<file path="src/rtl/rom_dl_packer_if.sv">
// SDRAM word-write port between the ROM download packer (master) and the
// SDRAM controller (slave): level request, one-cycle acknowledge.
interface rom_dl_packer_if #(
  parameter int AW = 25
);
  logic            sdram_req;
  logic            sdram_ack;
  logic [AW-2:0]   sdram_addr;
  logic [15:0]     sdram_din;

  // Handshake: sdram_req is a level held with sdram_addr/sdram_din stable
  // until the slave pulses sdram_ack for one cycle; an ack without req is ignored.
  modport master (
    output sdram_req,
    output sdram_addr,
    output sdram_din,
    input  sdram_ack
  );

  modport slave (
    input  sdram_req,
    input  sdram_addr,
    input  sdram_din,
    output sdram_ack
  );
endinterface

</file>
<file path="src/rtl/rom_dl_packer.sv">
// Packs data_io download bytes into big-endian 16-bit words, buffers them and
// writes them to SDRAM. Optional macro ROM_DL_CHECKSUM_EN adds a word checksum.
module rom_dl_packer #(
  parameter int          AW         = 25,
  parameter int          FIFO_DEPTH = 4,
  parameter logic [7:0]  PAD_BYTE   = 8'hFF
) (
  input  logic                clk_sys,
  input  logic                reset,
  input  logic                rom_download,
  input  logic                ioctl_wr,
  input  logic [AW-1:0]       ioctl_addr,
  input  logic [7:0]          ioctl_dout,
  rom_dl_packer_if.master     sdram,
  output logic                busy,
  output logic                done,
`ifdef ROM_DL_CHECKSUM_EN
  output logic [15:0]         checksum,
`endif
  output logic                overflow,
  output logic [1:0]          wr_state_dbg
);

  localparam int PW = (FIFO_DEPTH > 1) ? $clog2(FIFO_DEPTH) : 1;

  typedef enum logic [1:0] {
    S_IDLE = 2'd0,
    S_REQ  = 2'd1,
    S_GAP  = 2'd2
  } wr_state_t;

  wr_state_t        state;

  // Pairing register; a pending entry always carries only the high byte,
  // because an odd byte is pushed immediately.
  logic             pair_v;
  logic [AW-2:0]    pair_addr;
  logic [7:0]       pair_hi;

  logic             dl_q;
  logic             dl_seen;

  logic [AW-2:0]    fifo_addr [FIFO_DEPTH];
  logic [15:0]      fifo_data [FIFO_DEPTH];
  logic [PW:0]      wr_ptr;
  logic [PW:0]      rd_ptr;
  logic [PW:0]      fill;
  logic [PW:0]      space;
  logic             fifo_empty;
  logic [PW-1:0]    wr_idx;
  logic [PW-1:0]    wr_idx_nx;
  logic [PW-1:0]    rd_idx;

  logic [AW-2:0]    word_addr;
  logic             same_word;
  logic             byte_ev;
  logic             need_flush;
  logic             need_push;
  logic [PW:0]      need;
  logic             accept;
  logic             end_flush;
  logic             do_flush;
  logic             do_push;
  logic [PW:0]      n_wr;
  logic [15:0]      flush_word;
  logic [15:0]      push_word;
  logic [AW-2:0]    e0_addr;
  logic [15:0]      e0_data;

  assign fill       = wr_ptr - rd_ptr;
  assign space      = (PW+1)'(FIFO_DEPTH) - fill;
  assign fifo_empty = (fill == '0);
  assign wr_idx     = wr_ptr[PW-1:0];
  assign wr_idx_nx  = wr_idx + PW'(1);
  assign rd_idx     = rd_ptr[PW-1:0];

  always_comb begin
    word_addr  = ioctl_addr[AW-1:1];
    same_word  = pair_v && (pair_addr == word_addr);
    byte_ev    = rom_download && ioctl_wr;
    need_flush = pair_v && !same_word;
    need_push  = ioctl_addr[0];
    need       = (PW+1)'(need_flush) + (PW+1)'(need_push);
    // A byte is taken only if every entry it produces fits at once.
    accept     = byte_ev && (need <= space);
    // Pending half-word is flushed one cycle after the window closes.
    end_flush  = !rom_download && !dl_q && pair_v && (space != '0);
    do_flush   = (accept && need_flush) || end_flush;
    do_push    = accept && need_push;
    n_wr       = (PW+1)'(do_flush) + (PW+1)'(do_push);
    flush_word = {pair_hi, PAD_BYTE};
    push_word  = same_word ? {pair_hi, ioctl_dout} : {PAD_BYTE, ioctl_dout};
    e0_addr    = do_flush ? pair_addr  : word_addr;
    e0_data    = do_flush ? flush_word : push_word;
  end

  // Two write ports: the flush (if any) lands first, the push right behind it.
  always_ff @(posedge clk_sys) begin
    if (n_wr != '0) begin
      fifo_addr[wr_idx] <= e0_addr;
      fifo_data[wr_idx] <= e0_data;
    end
    if (n_wr == (PW+1)'(2)) begin
      fifo_addr[wr_idx_nx] <= word_addr;
      fifo_data[wr_idx_nx] <= push_word;
    end
  end

  always_ff @(posedge clk_sys) begin
    if (reset) begin
      wr_ptr    <= '0;
      pair_v    <= 1'b0;
      pair_addr <= '0;
      pair_hi   <= '0;
      dl_q      <= 1'b0;
      overflow  <= 1'b0;
    end else begin
      dl_q   <= rom_download;
      wr_ptr <= wr_ptr + n_wr;
      if (byte_ev && !accept) begin
        overflow <= 1'b1;
      end
      if (accept) begin
        if (!ioctl_addr[0]) begin
          pair_v    <= 1'b1;
          pair_addr <= word_addr;
          pair_hi   <= ioctl_dout;
        end else begin
          pair_v <= 1'b0;
        end
      end else if (end_flush) begin
        pair_v <= 1'b0;
      end
    end
  end

  always_ff @(posedge clk_sys) begin
    if (reset) begin
      state            <= S_IDLE;
      rd_ptr           <= '0;
      sdram.sdram_req  <= 1'b0;
      sdram.sdram_addr <= '0;
      sdram.sdram_din  <= '0;
    end else begin
      case (state)
        S_IDLE: begin
          if (!fifo_empty) begin
            sdram.sdram_addr <= fifo_addr[rd_idx];
            sdram.sdram_din  <= fifo_data[rd_idx];
            sdram.sdram_req  <= 1'b1;
            state            <= S_REQ;
          end
        end
        S_REQ: begin
          if (sdram.sdram_ack) begin
            rd_ptr          <= rd_ptr + (PW+1)'(1);
            sdram.sdram_req <= 1'b0;
            state           <= S_GAP;
          end
        end
        S_GAP:   state <= S_IDLE;
        default: state <= S_IDLE;
      endcase
    end
  end

  always_ff @(posedge clk_sys) begin
    if (reset) begin
      done    <= 1'b0;
      dl_seen <= 1'b0;
    end else if (rom_download && !dl_q) begin
      done    <= 1'b0;
      dl_seen <= 1'b1;
    end else if (dl_seen && !rom_download && !pair_v && fifo_empty && (state == S_IDLE)) begin
      done <= 1'b1;
    end
  end

`ifdef ROM_DL_CHECKSUM_EN
  always_ff @(posedge clk_sys) begin
    if (reset || (rom_download && !dl_q)) begin
      checksum <= '0;
    end else if ((state == S_REQ) && sdram.sdram_ack) begin
      checksum <= checksum + sdram.sdram_din;
    end
  end
`endif

  assign busy         = !fifo_empty || pair_v || sdram.sdram_req;
  assign wr_state_dbg = state;

endmodule

</file>
<file path="src/flat_wrapper.sv">
// flat-port wrapper written by rule: the top's interface ports become plain ports
module rom_dl_packer_flat 
#(
  parameter int          AW         = 25,
  parameter int          FIFO_DEPTH = 4,
  parameter logic [7:0]  PAD_BYTE   = 8'hFF
)
  (clk_sys, reset, rom_download, ioctl_wr, ioctl_addr, ioctl_dout, busy, done, overflow, wr_state_dbg, sdram_sdram_req, sdram_sdram_addr, sdram_sdram_din, sdram_sdram_ack);
  rom_dl_packer_if #(.AW(AW)) sdram_i ();
  input  logic clk_sys;
  input  logic reset;
  input  logic rom_download;
  input  logic ioctl_wr;
  input  logic [AW-1:0] ioctl_addr;
  input  logic [7:0] ioctl_dout;
  output logic busy;
  output logic done;
  output logic overflow;
  output logic [1:0] wr_state_dbg;
  output wire logic [$bits(sdram_i.sdram_req)-1:0] sdram_sdram_req;
  output wire logic [$bits(sdram_i.sdram_addr)-1:0] sdram_sdram_addr;
  output wire logic [$bits(sdram_i.sdram_din)-1:0] sdram_sdram_din;
  input wire logic [$bits(sdram_i.sdram_ack)-1:0] sdram_sdram_ack;
  assign sdram_sdram_req = sdram_i.sdram_req;
  assign sdram_sdram_addr = sdram_i.sdram_addr;
  assign sdram_sdram_din = sdram_i.sdram_din;
  assign sdram_i.sdram_ack = sdram_sdram_ack;
  rom_dl_packer #(.AW(AW), .FIFO_DEPTH(FIFO_DEPTH), .PAD_BYTE(PAD_BYTE)) u_core (.clk_sys(clk_sys), .reset(reset), .rom_download(rom_download), .ioctl_wr(ioctl_wr), .ioctl_addr(ioctl_addr), .ioctl_dout(ioctl_dout), .sdram(sdram_i), .busy(busy), .done(done), .overflow(overflow), .wr_state_dbg(wr_state_dbg));
endmodule
</file>
<file path="config.mk">
export PLATFORM = sky130hd
export DESIGN_NAME = rom_dl_packer_flat
export DESIGN_NICKNAME = d
export VERILOG_FILES = /design/src/rtl/rom_dl_packer_if.sv /design/src/rtl/rom_dl_packer.sv /design/src/flat_wrapper.sv
export SDC_FILE = /design/constraint.sdc
export NUM_CORES = 1
export LEC_CHECK = 0
export ABC_CLOCK_PERIOD_IN_PS = 9700
export CORE_MARGIN = 2
export CORE_UTILIZATION = 40
export DETAILED_ROUTE_END_ITERATION = 16
export REMOVE_ABC_BUFFERS = 1
export SLEW_MARGIN = 20
export SYNTH_ARGS = -nofsm -noshare
export SYNTH_HDL_FRONTEND = slang
export SYNTH_SLANG_ARGS = --single-unit
export TNS_END_PERCENT = 1
</file>
<file path="constraint.sdc">
create_clock -name clk_sys -period 9.7 [get_ports clk_sys]
set_clock_uncertainty 0.2 [all_clocks]
set_input_delay 1.455 -clock clk_sys [delete_from_list [all_inputs] [get_ports clk_sys]]
set_output_delay 1.455 -clock clk_sys [all_outputs]
set_load 0.05 [all_outputs]
</file>
==> flow_summary.yaml <==
outcome:
  status: "completed"
drt:
  initialDrtViolationCount: 443
  wl_met2_mm: 11.9
  first_pass_iters: 4
  met1_length_mm: 11.0
  ant_nets: 0
  vias: 6609
  route.detailed.drc: 0
  routed-wl-met3_mm: 1.33
  via_per_inst: 5.15
  highest_layer: "met4"
  wl_mm: 24.7
  routedWlPerCell_um: 19.2
hold_path:
  min_path_type: "flip-flop to flip-flop"
  holdPathStages: 2
finish:
  final_area_mm2: 0.0131
  areaGrowthSynthToFinish_pct: 18.5
  fillers: 2383
  final_util_pct: 48.3
  final_nets: 972
  drive_gt1_share_pct: 28.8
  diodes: 0
setup_path:
  rrSetupSlack_ns: 4.04
  rr_endpoint: "u_core.fifo_data[2][10]"
  path_max_fanout: 8
  start_kind: "input pin"
  required_ns: 9.90
  critPathCapture: "u_core.fifo_data[2][10]"
  r2r_cells: 19
  crit_arrival_ns: 6.95
  crit_start: "ioctl_addr[17]"
  worstReg2RegStart: "u_core.pair_addr[16]"
  crit_type: "input pin to flip-flop"
  endpoint_kind: "flip-flop"
logic_synthesis:
  synth.distinct_cells: 40
  ys_ff_latch: 246
  synth_flop_cell: "edfxtp_1"
  netlist_area_mm2: 0.0110
  yosysTopAreaCellShare_pct: 43.6
  synth_cells: 844
  yosys-top-cells-count: "edfxtp_1, nand2_1, mux2_2, dfxtp_1, a21oi_1"
  yosysTopAreaCell: "edfxtp_1"
  ys_async_sr_fraction_pct: 0
  synth_edf_count: 160
  syn_avg_cell_area_um2: 13.1
  yosysMostFrequentCell: "edfxtp_1"
  synth.area.top_cells: "edfxtp_1, dfxtp_1, mux2_2"
  ys_seq_area_share_pct: 59.2
  yosysWarnings: 0
floorplanning:
  io_pins: 84
  initial_core_util_pct: 40.8
  rows: 60
  die_w_um: 170
  coreArea_mm2: 0.0270
  chipHeight_um: 170
  design.die.area_mm2: 0.0289
sta:
  final.setup.tns_ns: 0
  finalMaxSlewViolations: 0
  hold_violations: 0
  worst_pin_slew_ns: 1.05
  finalCriticalPeriod_ns: 6.75
  setup-violations-final: 0
  slew_headroom_pct: 29.8
  fin_ws_ns: 2.95
  grt_setup_unrepaired: "no"
  fmax_mhz: 148
  period_share_pct: 69.6
power:
  ir_drop_mv: 0.174
  power.total_mw: 3.41
  p_per_area_mw_per_mm2: 261
  leakage_nw: 4.35
global_routing:
  antenna_found_initial: 0
  overflow: 0
  grt.total_usage_pct: 17.4
  first_global_vias: 6760
  grt_pass1_wl_mm: 38.9
  grt_start_max_net_pins: 87
cts:
  cts_made_buffers: 27
  cts_tree: "built"
  cts_setup_buffers: 0
  cts_root_buf: "clkbuf_16"
  cts_resized: 0
  holdBufCountCts: 0
  cts_sinks: 246
  insertion_delay_ns: 0.54
  cts_buffer_depth: 3
  clkSlewWorstSetupHoldPaths_ns: 0.06
  htreeDepth: 1
placement:
  port_buffers: 83
  post_dp_cell_area_mm2: 0.0122
  dpl.hpwl_mm: 14.1
  globalplace.congestion: 0.761
  pre_cts_slack_ns: 2.45
job:
  cap_violations: 0
per-layer routing:
layer,vias to the layer above,GRT usage (%)
li1,3195,-
met1,3239,23.9
met2,147,29.8
met3,28,2.40
met4,0,3.38
met5,-,0
worst max-delay path, cell delays in order:
cell,delay [ns]
clkdlybuf4s50_1,0.51
xor2_1,0.20
nor4_1,0.59
nand4_1,0.38
nor2_1,0.19
nor2_1,0.06
ha_1,0.19
ha_1,0.30
nor2b_1,0.13
o211a_1,0.25
nor2_1,0.25
o211a_1,0.29
a21oi_1,0.08
inv_1,0.09
ha_1,0.21
inv_1,0.12
nor3_1,0.46
inv_1,0.17
a211oi_1,0.79
or2_2,0.23
cells by family after synthesis:
kind of cell,count (synthesis),share of synthesized area (%)
xor gates and xnor gates,29,2.30
adders and majority gates,13,1.61
muxes,137,18.3
and+or+nand+nor,261,11.0
AOI/OAI and AO/OA,93,4.75
buffers and inverters,65,2.90
DFF,246,59.2
how the worst min path moves through the flow:
| stage | from | end | slack, ns |
|---|---|---|---|
| after CTS | u_core.sdram.sdram_din[0] | u_core.sdram.sdram_din[0] | 0.25 |
| after floorplan | u_core.dl_seen | u_core.dl_seen | 0.23 |
| after global routing | u_core.sdram.sdram_din[6] | u_core.sdram.sdram_din[6] | 0.27 |
| after detailed placement | u_core.sdram.sdram_din[0] | u_core.sdram.sdram_din[0] | 0.25 |
| final | u_core.sdram.sdram_din[4] | u_core.sdram.sdram_din[4] | 0.25 |
| after global placement | u_core.sdram.sdram_din[4] | u_core.sdram.sdram_din[4] | 0.24 |
cell type report:
type	instances	area (µm²)	share of cell area [%]
well taps	341	427	3.27
repair buffers	96	926	7.09
flip-flops and latches	246	6530	50.0
multi-input cells	533	4270	32.7
clock inverters	14	98.8	0.756
clock buffers	36	749	5.74
inverters	17	63.8	0.488
sequential cells by signal, indices dropped and copies added (netlist names), 3 cells and up:
name	count
u_core.pair_hi	8
u_core.fifo_data	64
u_core.wr_ptr	3
u_core.pair_addr	24
u_core.rd_ptr	3
u_core.sdram.sdram_addr	24
u_core.fifo_addr	96
u_core.sdram.sdram_din	16
metrics by stage:
stage | hold slack [ns] | instances
6_report | 0.253 | 1283
5_1_grt | 0.269 | 1283
4_1_cts | 0.255 | 1283
3_5_place_dp | 0.246 | 1233
3_3_place_gp | 0.243 | 1233
2_1_floorplan | 0.232 | 796
report_power, final:
group | total, mW | switching [mW] | leakage, nW | internal, mW
Combinational | 1.07 | 0.696 | 1.81 | 0.378
Clock | 0.982 | 0.414 | 0.416 | 0.567
Sequential | 1.36 | 0.0702 | 2.13 | 1.29
placed cells by master, fill, tap and decap left out, types with 26 or more instances in the layout:
master / count
mux4_2: 40
clkbuf_16: 27
or2_2: 64
mux2_2: 89
a21oi_1: 75
edfxtp_1: 160
dfxtp_1: 84
clkdlybuf4s50_1: 82
nand2_1: 149
xor2_1: 26
Note: power is estimated with default switching activity, not from simulation.
